$ cat src/rtl/perceptron_seq_ctrl_if.sv
// Host-side bundle of the perceptron sequencing controller: sample handshake,
// result handshake, weight/bias configuration port and busy status.
interface perceptron_seq_ctrl_if #(
   parameter int N_IN  = 7,
   parameter int W_W   = 8,
   parameter int IDX_W = $clog2(N_IN + 1)
);
   // Handshakes: a transfer happens on a rising edge where valid && ready are
   // both high; the sender keeps valid and its payload stable until that edge.
   logic             in_valid;
   logic             in_ready;
   logic [N_IN-1:0]  in_data;
   logic             in_train;
   logic             in_label;
   logic             out_valid;
   logic             out_ready;
   logic             out_class;
   logic             cfg_we;
   logic [IDX_W-1:0] cfg_addr;
   logic [W_W-1:0]   cfg_wdata;
   logic             busy;

   modport master (
      output in_valid, in_data, in_train, in_label, out_ready,
             cfg_we, cfg_addr, cfg_wdata,
      input  in_ready, out_valid, out_class, busy
   );

   modport slave (
      input  in_valid, in_data, in_train, in_label, out_ready,
             cfg_we, cfg_addr, cfg_wdata,
      output in_ready, out_valid, out_class, busy
   );
endinterface

$ cat src/rtl/perceptron_seq_ctrl.sv
// Bit-serial perceptron sequencer: walks one feature per cycle against the
// weight file, thresholds the sum, and optionally applies a perceptron-rule update.
module perceptron_seq_ctrl #(
   parameter int N_IN      = 7,
   parameter int W_W       = 8,
   parameter int ACC_W     = 9,
   parameter int THRESHOLD = 64,
   parameter int W_INIT    = 128,
   parameter int LR        = 16
) (
   input  logic                   clk,
   input  logic                   rst_n,
   perceptron_seq_ctrl_if.slave   bus,
   output logic [2:0]             state_dbg
);
   localparam int IDX_W = $clog2(N_IN + 1);
   localparam int SUM_W = ACC_W + 1;
   localparam int INC_W = W_W + 1;
   localparam logic [IDX_W-1:0] LAST_IDX = IDX_W'(N_IN - 1);
   localparam logic [IDX_W-1:0] BIAS_IDX = IDX_W'(N_IN);

   typedef enum logic [2:0] {
      S_IDLE   = 3'd0,
      S_ACCUM  = 3'd1,
      S_DECIDE = 3'd2,
      S_OUTPUT = 3'd3,
      S_UPDATE = 3'd4
   } state_t;

   state_t           state, state_next;
   logic [IDX_W-1:0] idx;
   logic [ACC_W-1:0] acc;
   logic [W_W-1:0]   w [N_IN];
   logic [W_W-1:0]   bias;
   logic [N_IN-1:0]  lat_data;
   logic             lat_train;
   logic             lat_label;
   logic             out_valid_q;
   logic             out_class_q;

   logic             in_ready_c;
   logic             cfg_apply;
   logic             accept, accum_step, decide, out_hs, upd_step;
   logic [W_W-1:0]   w_sel;
   logic             bit_sel;
   logic [SUM_W-1:0] acc_sum;
   logic [ACC_W-1:0] acc_sat;
   logic [INC_W-1:0] w_inc;
   logic [W_W-1:0]   w_up, w_dn, w_new;

   assign in_ready_c    = (state == S_IDLE) && !bus.cfg_we;
   assign cfg_apply     = (state == S_IDLE) && bus.cfg_we;
   assign bus.in_ready  = in_ready_c;
   assign bus.out_valid = out_valid_q;
   assign bus.out_class = out_class_q;
   assign bus.busy      = (state != S_IDLE);
   assign state_dbg     = state;

   always_ff @(posedge clk or negedge rst_n) begin
      if (!rst_n) state <= S_IDLE;
      else        state <= state_next;
   end

   always_comb begin
      state_next = state;
      accept     = 1'b0;
      accum_step = 1'b0;
      decide     = 1'b0;
      out_hs     = 1'b0;
      upd_step   = 1'b0;
      case (state)
         S_IDLE: begin
            if (bus.in_valid && in_ready_c) begin
               accept     = 1'b1;
               state_next = S_ACCUM;
            end
         end
         S_ACCUM: begin
            accum_step = 1'b1;
            if (idx == LAST_IDX) state_next = S_DECIDE;
         end
         S_DECIDE: begin
            decide     = 1'b1;
            state_next = S_OUTPUT;
         end
         S_OUTPUT: begin
            if (bus.out_ready) begin
               out_hs     = 1'b1;
               state_next = (lat_train && (out_class_q != lat_label)) ? S_UPDATE : S_IDLE;
            end
         end
         S_UPDATE: begin
            upd_step = 1'b1;
            if (idx == BIAS_IDX) state_next = S_IDLE;
         end
         default: state_next = S_IDLE;
      endcase
   end

   // idx == N_IN addresses the bias, which is always adjusted during UPDATE.
   always_comb begin
      w_sel   = '0;
      bit_sel = 1'b0;
      for (int i = 0; i < N_IN; i++) begin
         if (idx == IDX_W'(i)) begin
            w_sel   = w[i];
            bit_sel = lat_data[i];
         end
      end
      if (idx == BIAS_IDX) begin
         w_sel   = bias;
         bit_sel = 1'b1;
      end
   end

   always_comb begin
      acc_sum = {1'b0, acc} + SUM_W'(w_sel);
      acc_sat = acc_sum[ACC_W] ? '1 : acc_sum[ACC_W-1:0];
      w_inc   = {1'b0, w_sel} + INC_W'(LR);
      w_up    = w_inc[W_W] ? '1 : w_inc[W_W-1:0];
      w_dn    = (w_sel >= W_W'(LR)) ? (w_sel - W_W'(LR)) : '0;
      w_new   = lat_label ? w_up : w_dn;
   end

   always_ff @(posedge clk or negedge rst_n) begin
      if (!rst_n) begin
         for (int i = 0; i < N_IN; i++) w[i] <= W_W'(W_INIT);
         bias        <= '0;
         acc         <= '0;
         idx         <= '0;
         lat_data    <= '0;
         lat_train   <= 1'b0;
         lat_label   <= 1'b0;
         out_valid_q <= 1'b0;
         out_class_q <= 1'b0;
      end else begin
         if (accept) begin
            lat_data  <= bus.in_data;
            lat_train <= bus.in_train;
            lat_label <= bus.in_label;
            acc       <= ACC_W'(bias);
            idx       <= '0;
         end
         if (accum_step) begin
            if (bit_sel) acc <= acc_sat;
            idx <= idx + IDX_W'(1);
         end
         if (decide) begin
            out_class_q <= (acc >= ACC_W'(THRESHOLD));
            out_valid_q <= 1'b1;
         end
         if (out_hs) begin
            out_valid_q <= 1'b0;
            idx         <= '0;
         end
         if (upd_step) begin
            for (int i = 0; i < N_IN; i++) begin
               if (idx == IDX_W'(i) && bit_sel) w[i] <= w_new;
            end
            if (idx == BIAS_IDX) bias <= w_new;
            idx <= (idx == BIAS_IDX) ? '0 : idx + IDX_W'(1);
         end
         // Config writes only land in IDLE, where no sample is being accepted.
         if (cfg_apply) begin
            for (int i = 0; i < N_IN; i++) begin
               if (bus.cfg_addr == IDX_W'(i)) w[i] <= bus.cfg_wdata;
            end
            if (bus.cfg_addr == BIAS_IDX) bias <= bus.cfg_wdata;
         end
      end
   end
endmodule

$ cat src/flat_wrapper.sv
// flat-port wrapper written by rule: the top's interface ports become plain ports
module perceptron_seq_ctrl_flat 
#(
   parameter int N_IN      = 7,
   parameter int W_W       = 8,
   parameter int ACC_W     = 9,
   parameter int THRESHOLD = 64,
   parameter int W_INIT    = 128,
   parameter int LR        = 16
)
  (clk, rst_n, state_dbg, bus_in_valid, bus_in_data, bus_in_train, bus_in_label, bus_out_ready, bus_cfg_we, bus_cfg_addr, bus_cfg_wdata, bus_in_ready, bus_out_valid, bus_out_class, bus_busy);
  perceptron_seq_ctrl_if #(.N_IN(N_IN), .W_W(W_W), .IDX_W((3))) bus_i ();
  input  logic clk;
  input  logic rst_n;
  output logic [2:0] state_dbg;
  input wire logic [$bits(bus_i.in_valid)-1:0] bus_in_valid;
  input wire logic [$bits(bus_i.in_data)-1:0] bus_in_data;
  input wire logic [$bits(bus_i.in_train)-1:0] bus_in_train;
  input wire logic [$bits(bus_i.in_label)-1:0] bus_in_label;
  input wire logic [$bits(bus_i.out_ready)-1:0] bus_out_ready;
  input wire logic [$bits(bus_i.cfg_we)-1:0] bus_cfg_we;
  input wire logic [$bits(bus_i.cfg_addr)-1:0] bus_cfg_addr;
  input wire logic [$bits(bus_i.cfg_wdata)-1:0] bus_cfg_wdata;
  output wire logic [$bits(bus_i.in_ready)-1:0] bus_in_ready;
  output wire logic [$bits(bus_i.out_valid)-1:0] bus_out_valid;
  output wire logic [$bits(bus_i.out_class)-1:0] bus_out_class;
  output wire logic [$bits(bus_i.busy)-1:0] bus_busy;
  assign bus_i.in_valid = bus_in_valid;
  assign bus_i.in_data = bus_in_data;
  assign bus_i.in_train = bus_in_train;
  assign bus_i.in_label = bus_in_label;
  assign bus_i.out_ready = bus_out_ready;
  assign bus_i.cfg_we = bus_cfg_we;
  assign bus_i.cfg_addr = bus_cfg_addr;
  assign bus_i.cfg_wdata = bus_cfg_wdata;
  assign bus_in_ready = bus_i.in_ready;
  assign bus_out_valid = bus_i.out_valid;
  assign bus_out_class = bus_i.out_class;
  assign bus_busy = bus_i.busy;
  perceptron_seq_ctrl #(.N_IN(N_IN), .W_W(W_W), .ACC_W(ACC_W), .THRESHOLD(THRESHOLD), .W_INIT(W_INIT), .LR(LR)) u_core (.clk(clk), .rst_n(rst_n), .bus(bus_i), .state_dbg(state_dbg));
endmodule
$ cat config.mk
export PLATFORM = sky130hd
export DESIGN_NAME = perceptron_seq_ctrl_flat
export DESIGN_NICKNAME = d
export VERILOG_FILES = /design/src/rtl/perceptron_seq_ctrl_if.sv /design/src/rtl/perceptron_seq_ctrl.sv /design/src/flat_wrapper.sv
export SDC_FILE = /design/constraint.sdc
export NUM_CORES = 1
export LEC_CHECK = 0
export ABC_AREA = 1
export CAP_MARGIN = 25
export CORE_ASPECT_RATIO = 1.25
export CORE_MARGIN = 10
export CORE_UTILIZATION = 45
export DETAILED_ROUTE_END_ITERATION = 7
export GPL_TIMING_DRIVEN = 0
export PLACE_DENSITY = 0.71
export SLEW_MARGIN = 20
export SYNTH_ARGS = -nofsm -noshare
export SYNTH_HDL_FRONTEND = slang
export SYNTH_SLANG_ARGS = --single-unit
$ cat constraint.sdc
create_clock -name clk -period 7.9 [get_ports clk]
set_input_delay 1.185 -clock clk [delete_from_list [all_inputs] [get_ports clk]]
set_output_delay 1.185 -clock clk [all_outputs]
set_load 0.01 [all_outputs]
# Word level (Yosys, flattened, before mapping)
# Index checks and enable logic that the tools add are counted.
# W data, S select, Z words.
# word_totals
regBits	90
in_bits	25
out_inout_bits	7
elab_cells	127
# classes
n_addsub	4
n_lt_le_gt_ge	2
n_eq_ne	23
muxes	63
reduce_logical	19
# ops
operator	count
$mux W8	29
$mux W56	2
$mux W9	4
$mux W3	10
$eq A3 B3 Y1 const B	9
$eq A3 B2 Y1 const B	6
$mux W1	17
$pmux W3 S5	1
$logic_and A1 B1 Y1	11
$add A9 B8 Y10	1
$add A8 B5 Y9 const B	1
$eq A3 B1 Y1 const B	3
$ge A9 B7 Y1 const B	1
$logic_not A3 Y1	3
$ge A8 B5 Y1 const B	1
$sub A8 B5 Y8 const B	1
$ne A2 B1 Y1 const B	2
$ne A2 B2 Y1 const B	2
$reduce_and A4 Y1	1
$reduce_bool A4 Y1	1
$add A3 B1 Y3 const B	1
$reduce_bool A3 Y1	1
$reduce_bool A2 Y1	1
$logic_not A1 Y1	1
$ne A1 B1 Y1	1

# Logic depth before layout (Yosys ltp)
# logic_depth
ltp_word	16
ltp_mapped	27
depth_no_buf	26

# Worst setup path after synthesis
# No wires, ideal clock.
# synth_path
path_kind	register to register
startpoint	register u_core.idx[2]
endpoint	register u_core.acc[0]
setup_time_ns	0.064
arrival_time_ns	3.245
t_required_ns	7.836
path_slack_ns	4.591
stages_incl_launch_ff	24
path_buffers	3
period_less_slack_ns	3.309
cell_sequence	dfrtp_1 > buf_6 > inv_8 > ha_1 > buf_2 > inv_2 > buf_2 > nand2_1 > inv_1 > nand2_1 > nand2_1 > nand3_1 > nand3_2 > a21oi_4 > inv_1 > ha_1 > nand2_1 > o21ai_0 > a21oi_1 > o31ai_1 > a21oi_1 > nor2_1 > o31ai_1 > inv_1
# synth_via
elab_chain_len	13
word_cells_on_any_way	28
cone_classes	add/sub: 1; eq/ne: 7; mux: 19; reduce/logical: 1
# synth_rtl
element	line	rtl
from (decl)	perceptron_seq_ctrl.sv:31	logic [IDX_W-1:0] idx;
from (signal assigned)	perceptron_seq_ctrl.sv:146	idx <= idx + IDX_W'(1);
from (signal assigned)	perceptron_seq_ctrl.sv:161	idx <= (idx == BIAS_IDX) ? '0 : idx + IDX_W'(1);
$logic_not A3 Y1	perceptron_seq_ctrl.sv:105	if (idx == IDX_W'(i)) begin
$mux W8 (7 in series)	perceptron_seq_ctrl.sv:105	
$mux W8	perceptron_seq_ctrl.sv:110	if (idx == BIAS_IDX) begin
$add A9 B8 Y10	perceptron_seq_ctrl.sv:117	acc_sum = {1'b0, acc} + SUM_W'(w_sel);
$mux W9	perceptron_seq_ctrl.sv:118	acc_sat = acc_sum[ACC_W] ? '1 : acc_sum[ACC_W-1:0];
$mux W9 (*)	perceptron_seq_ctrl.sv:145	if (bit_sel) acc <= acc_sat;
$mux W9 (*)	perceptron_seq_ctrl.sv:144	if (accum_step) begin
to (signal assigned)	perceptron_seq_ctrl.sv:141	acc <= ACC_W'(bias);
to (signal assigned)	perceptron_seq_ctrl.sv:145	
to (decl)	perceptron_seq_ctrl.sv:32	logic [ACC_W-1:0] acc;
# Every way passes the cells marked *; elsewhere a longest branch is shown, timed or not.
# A chain may end at the register's enable or synchronous reset.

# Final worst setup path
# layout_path
startpoint	register u_core.idx[2]
endpoint	register u_core.acc[7]
# Same word-level chain as after synthesis.

==> impl_metrics.ini <==
[clock_network]
cts.htree.levels = 3
cts-root-buf = clkbuf_16
post_cts_resized = 0
clock-sinks = 90
clk_pin_slew_ns = 0.06
cts_buffers = 9
clk_latency_ns = 0.35
tritoncts = yes
clockBufferDepth = 2
post_cts_buffers = 0
cts_hold_buf = 0

[hold_path]
min_to = u_core.bus.out_valid
holdPathStages = 2
hp-class = reg -> reg
min_from = u_core.bus.out_valid

[grt]
grt_pass1_vias = 5633
grt_max_degree = 63
grt_overflow = 0
antenna_found_initial = 0
grt_pass1_wl_mm = 29.6
grt_usage = 0.197

[floorplanning]
core_region_area_sq_um = 13300
initial_core_util = 0.460
dieArea_sq_um = 18700
rows = 47
die_x_um = 124
io_pins = 32
fp.dieH_um = 150

[routing]
num_vias = 5734
first_iter_violations = 562
firstDrtPassIters = 6
wire_per_inst_um = 17.3
routed_wirelength_mm = 18.4
drc = 0
viasPerCell = 5.38
drtAntennaViolNets = 0

[sta]
finalCritPeriodShare = 0.515
whs_ns = 0.497
worst_pin_slew_ns = 0.854
period_minus_slack_ns = 4.07
fin_skew_ns = 0.0101
tns_ns = 0
hold_violations = 0
maxSlewHeadroom = 0.429
fmax_mhz = 246
slew_violations = 0
timing.final.ws_setup_ns = 3.83
finalSetupViolations = 0
rsz0062_at_grt = no

[synthesis]
synth_edf_count = 0
async_flop_share = 1.00
netlist.area_leader.share = 0.340
synthTopCellsByArea = dfrtp_1 34%, nand2_1 12%, a21oi_1 9.4%
ys_ff_latch = 90
ys_seq_area_frac = 0.370
synth_flop_cell = dfrtp_1
synth_cell_types = 46
yosysTopAreaCell = dfrtp_1
yosys_warnings = 0
postSynthAreaPerCell_sq_um = 7.16
netlist_area_sq_um = 6110
syn_nets = 896
netlist_instances = 853

[final_layout]
drive_gt1_frac = 0.130
final_nets = 933
fillCellCount = 1338
diodes = 0
fin_util = 0.520
syn_to_final_growth_pct = 13.1

[place]
hpwl_mm = 13.2
io_buffers = 25
gp_congestion = 0.924
dp_slack_ns = 3.83

[setup_path]
timing.rr.start = u_core.idx[2]
r2r_end = u_core.acc[7]
cp_max_fo = 10
cpMaxStageDelayCell = nor2_1
worstPathCellList = buf_6 > inv_8 > ha_1 > buf_2 > inv_2 > buf_2 > nand2_1 > inv_1 > nand2_1 > nand2_1 > nand3_1 > nand3_2 > a21oi_4 > inv_1 > ha_1 > nand2_1 > o21ai_0 > a21oi_1 > o31ai_1 > a21oi_1 > nor2_1 > o31ai_1 > inv_1
max_stage_delay_ns = 0.47
critPathTopFamily = compound AO/OA/AOI/OAI gates
crit_buf_inv = 8
crit_required_ns = 8.19
cp.arrival_ns = 4.36
rrSetupSlack_ns = 3.83
reg2reg_depth = 23
crit_type = reg -> reg
startpoint_type = flop
worstSetupPathDepth = 23
endpoint_kind = flop
path_common_cell = nand2_1

[outcome]
status = completed

[job]
maxCapViolCount = 0
[worst min-delay path: cells and delay by family, from the launching register on]
kind,cells,cell delay [ns]
and+or+nand+nor,1,0.05
DFF,1,0.34
AOI/OAI and AO/OA,1,0.07
[layout make-up]
class	instances	area [sq um]	share of cell area
buffer	28	154	0.0223
clock buffer	12	256	0.0371
tap	171	214	0.0310
timing repair buffer	26	279	0.0404
multi-input combinational	629	3290	0.476
sequential	90	2260	0.327
clock inverter	4	51.3	0.00742
inverter	106	405	0.0587
[routing by layer]
metal | GRT usage | part of all wire | vias up
met4 | 0.107 | 0.047 | 0
li1 | - | - | 2820
met3 | 0.0302 | 0.050 | 56
met2 | 0.347 | 0.51 | 187
met5 | 0 | 0 | -
met1 | 0.225 | 0.40 | 2671
[sequential cells by signal, summed over array words and instances (netlist names)]
name and flops:
u_core.lat_label 1, u_core.state_dbg 3, u_core.lat_train 1, u_core.bus.out_class 1, u_core.bias 8, u_core.idx 3, u_core.bus.out_valid 1, u_core.acc 9
u_core.w 56, u_core.lat_data 7
[how the worst max path moves through the flow]
stage / from / endpoint / slack [ns]
2_1_floorplan: u_core.idx[2] / u_core.acc[0] / 4.59
3_3_place_gp: rst_n / u_core.w[29] / 2.14
3_5_place_dp: u_core.idx[2] / u_core.acc[3] / 3.83
4_1_cts: u_core.idx[2] / u_core.acc[3] / 3.79
5_1_grt: u_core.idx[2] / u_core.acc[5] / 3.30
6_report: u_core.idx[2] / u_core.acc[7] / 3.83
[cell usage after synthesis, types with 4 or more instances]
| cell | n |
|---|---|
| nand3_2 | 11 |
| a21oi_1 | 115 |
| ha_1 | 17 |
| a22oi_1 | 14 |
| o21ai_0 | 16 |
| buf_1 | 6 |
| a21oi_2 | 12 |
| nor2_1 | 114 |
| xor2_1 | 6 |
| nand3_1 | 44 |
| dfstp_2 | 7 |
| nand2_1 | 198 |
| inv_2 | 12 |
| nand2_2 | 23 |
| inv_1 | 90 |
| dfrtp_1 | 83 |
| o31ai_1 | 10 |
| o21ai_1 | 9 |
| clkbuf_1 | 12 |
| or2_1 | 4 |
| nand2_4 | 8 |
| buf_2 | 5 |
[stage by stage]
| step | std cells | area (sq um) |
|---|---|---|
| floorplan | 853 | 6110 |
| global placement | 1049 | 6580 |
| detailed placement | 1050 | 6600 |
| CTS | 1066 | 6910 |
| global route | 1066 | 6910 |
| finish | 1066 | 6910 |
[cells in the final DEF (no fill, tap or decap), types with 16 or more instances in the layout]
master	instances
a21oi_1	115
clkdlybuf4s50_1	24
dfrtp_1	83
ha_1	17
inv_1	90
nand2_1	198
nand2_2	23
nand3_1	44
nor2_1	114
o21ai_0	16
[logic make-up (layout without fill, tap and decap cells)]
family	after synthesis	after routing	synth area share
xor gates and xnor gates	6	6	0.00860
buffers and inverters	134	176	0.0915
adders and majority gates	18	18	0.0381
and+or+nand+nor	419	419	0.315
AOI/OAI and AO/OA	186	186	0.177
DFF	90	90	0.370
Power is left out: the tool's default activity adds up to more than one toggle a clock period on the data nets, which glitch-free logic cannot reach.
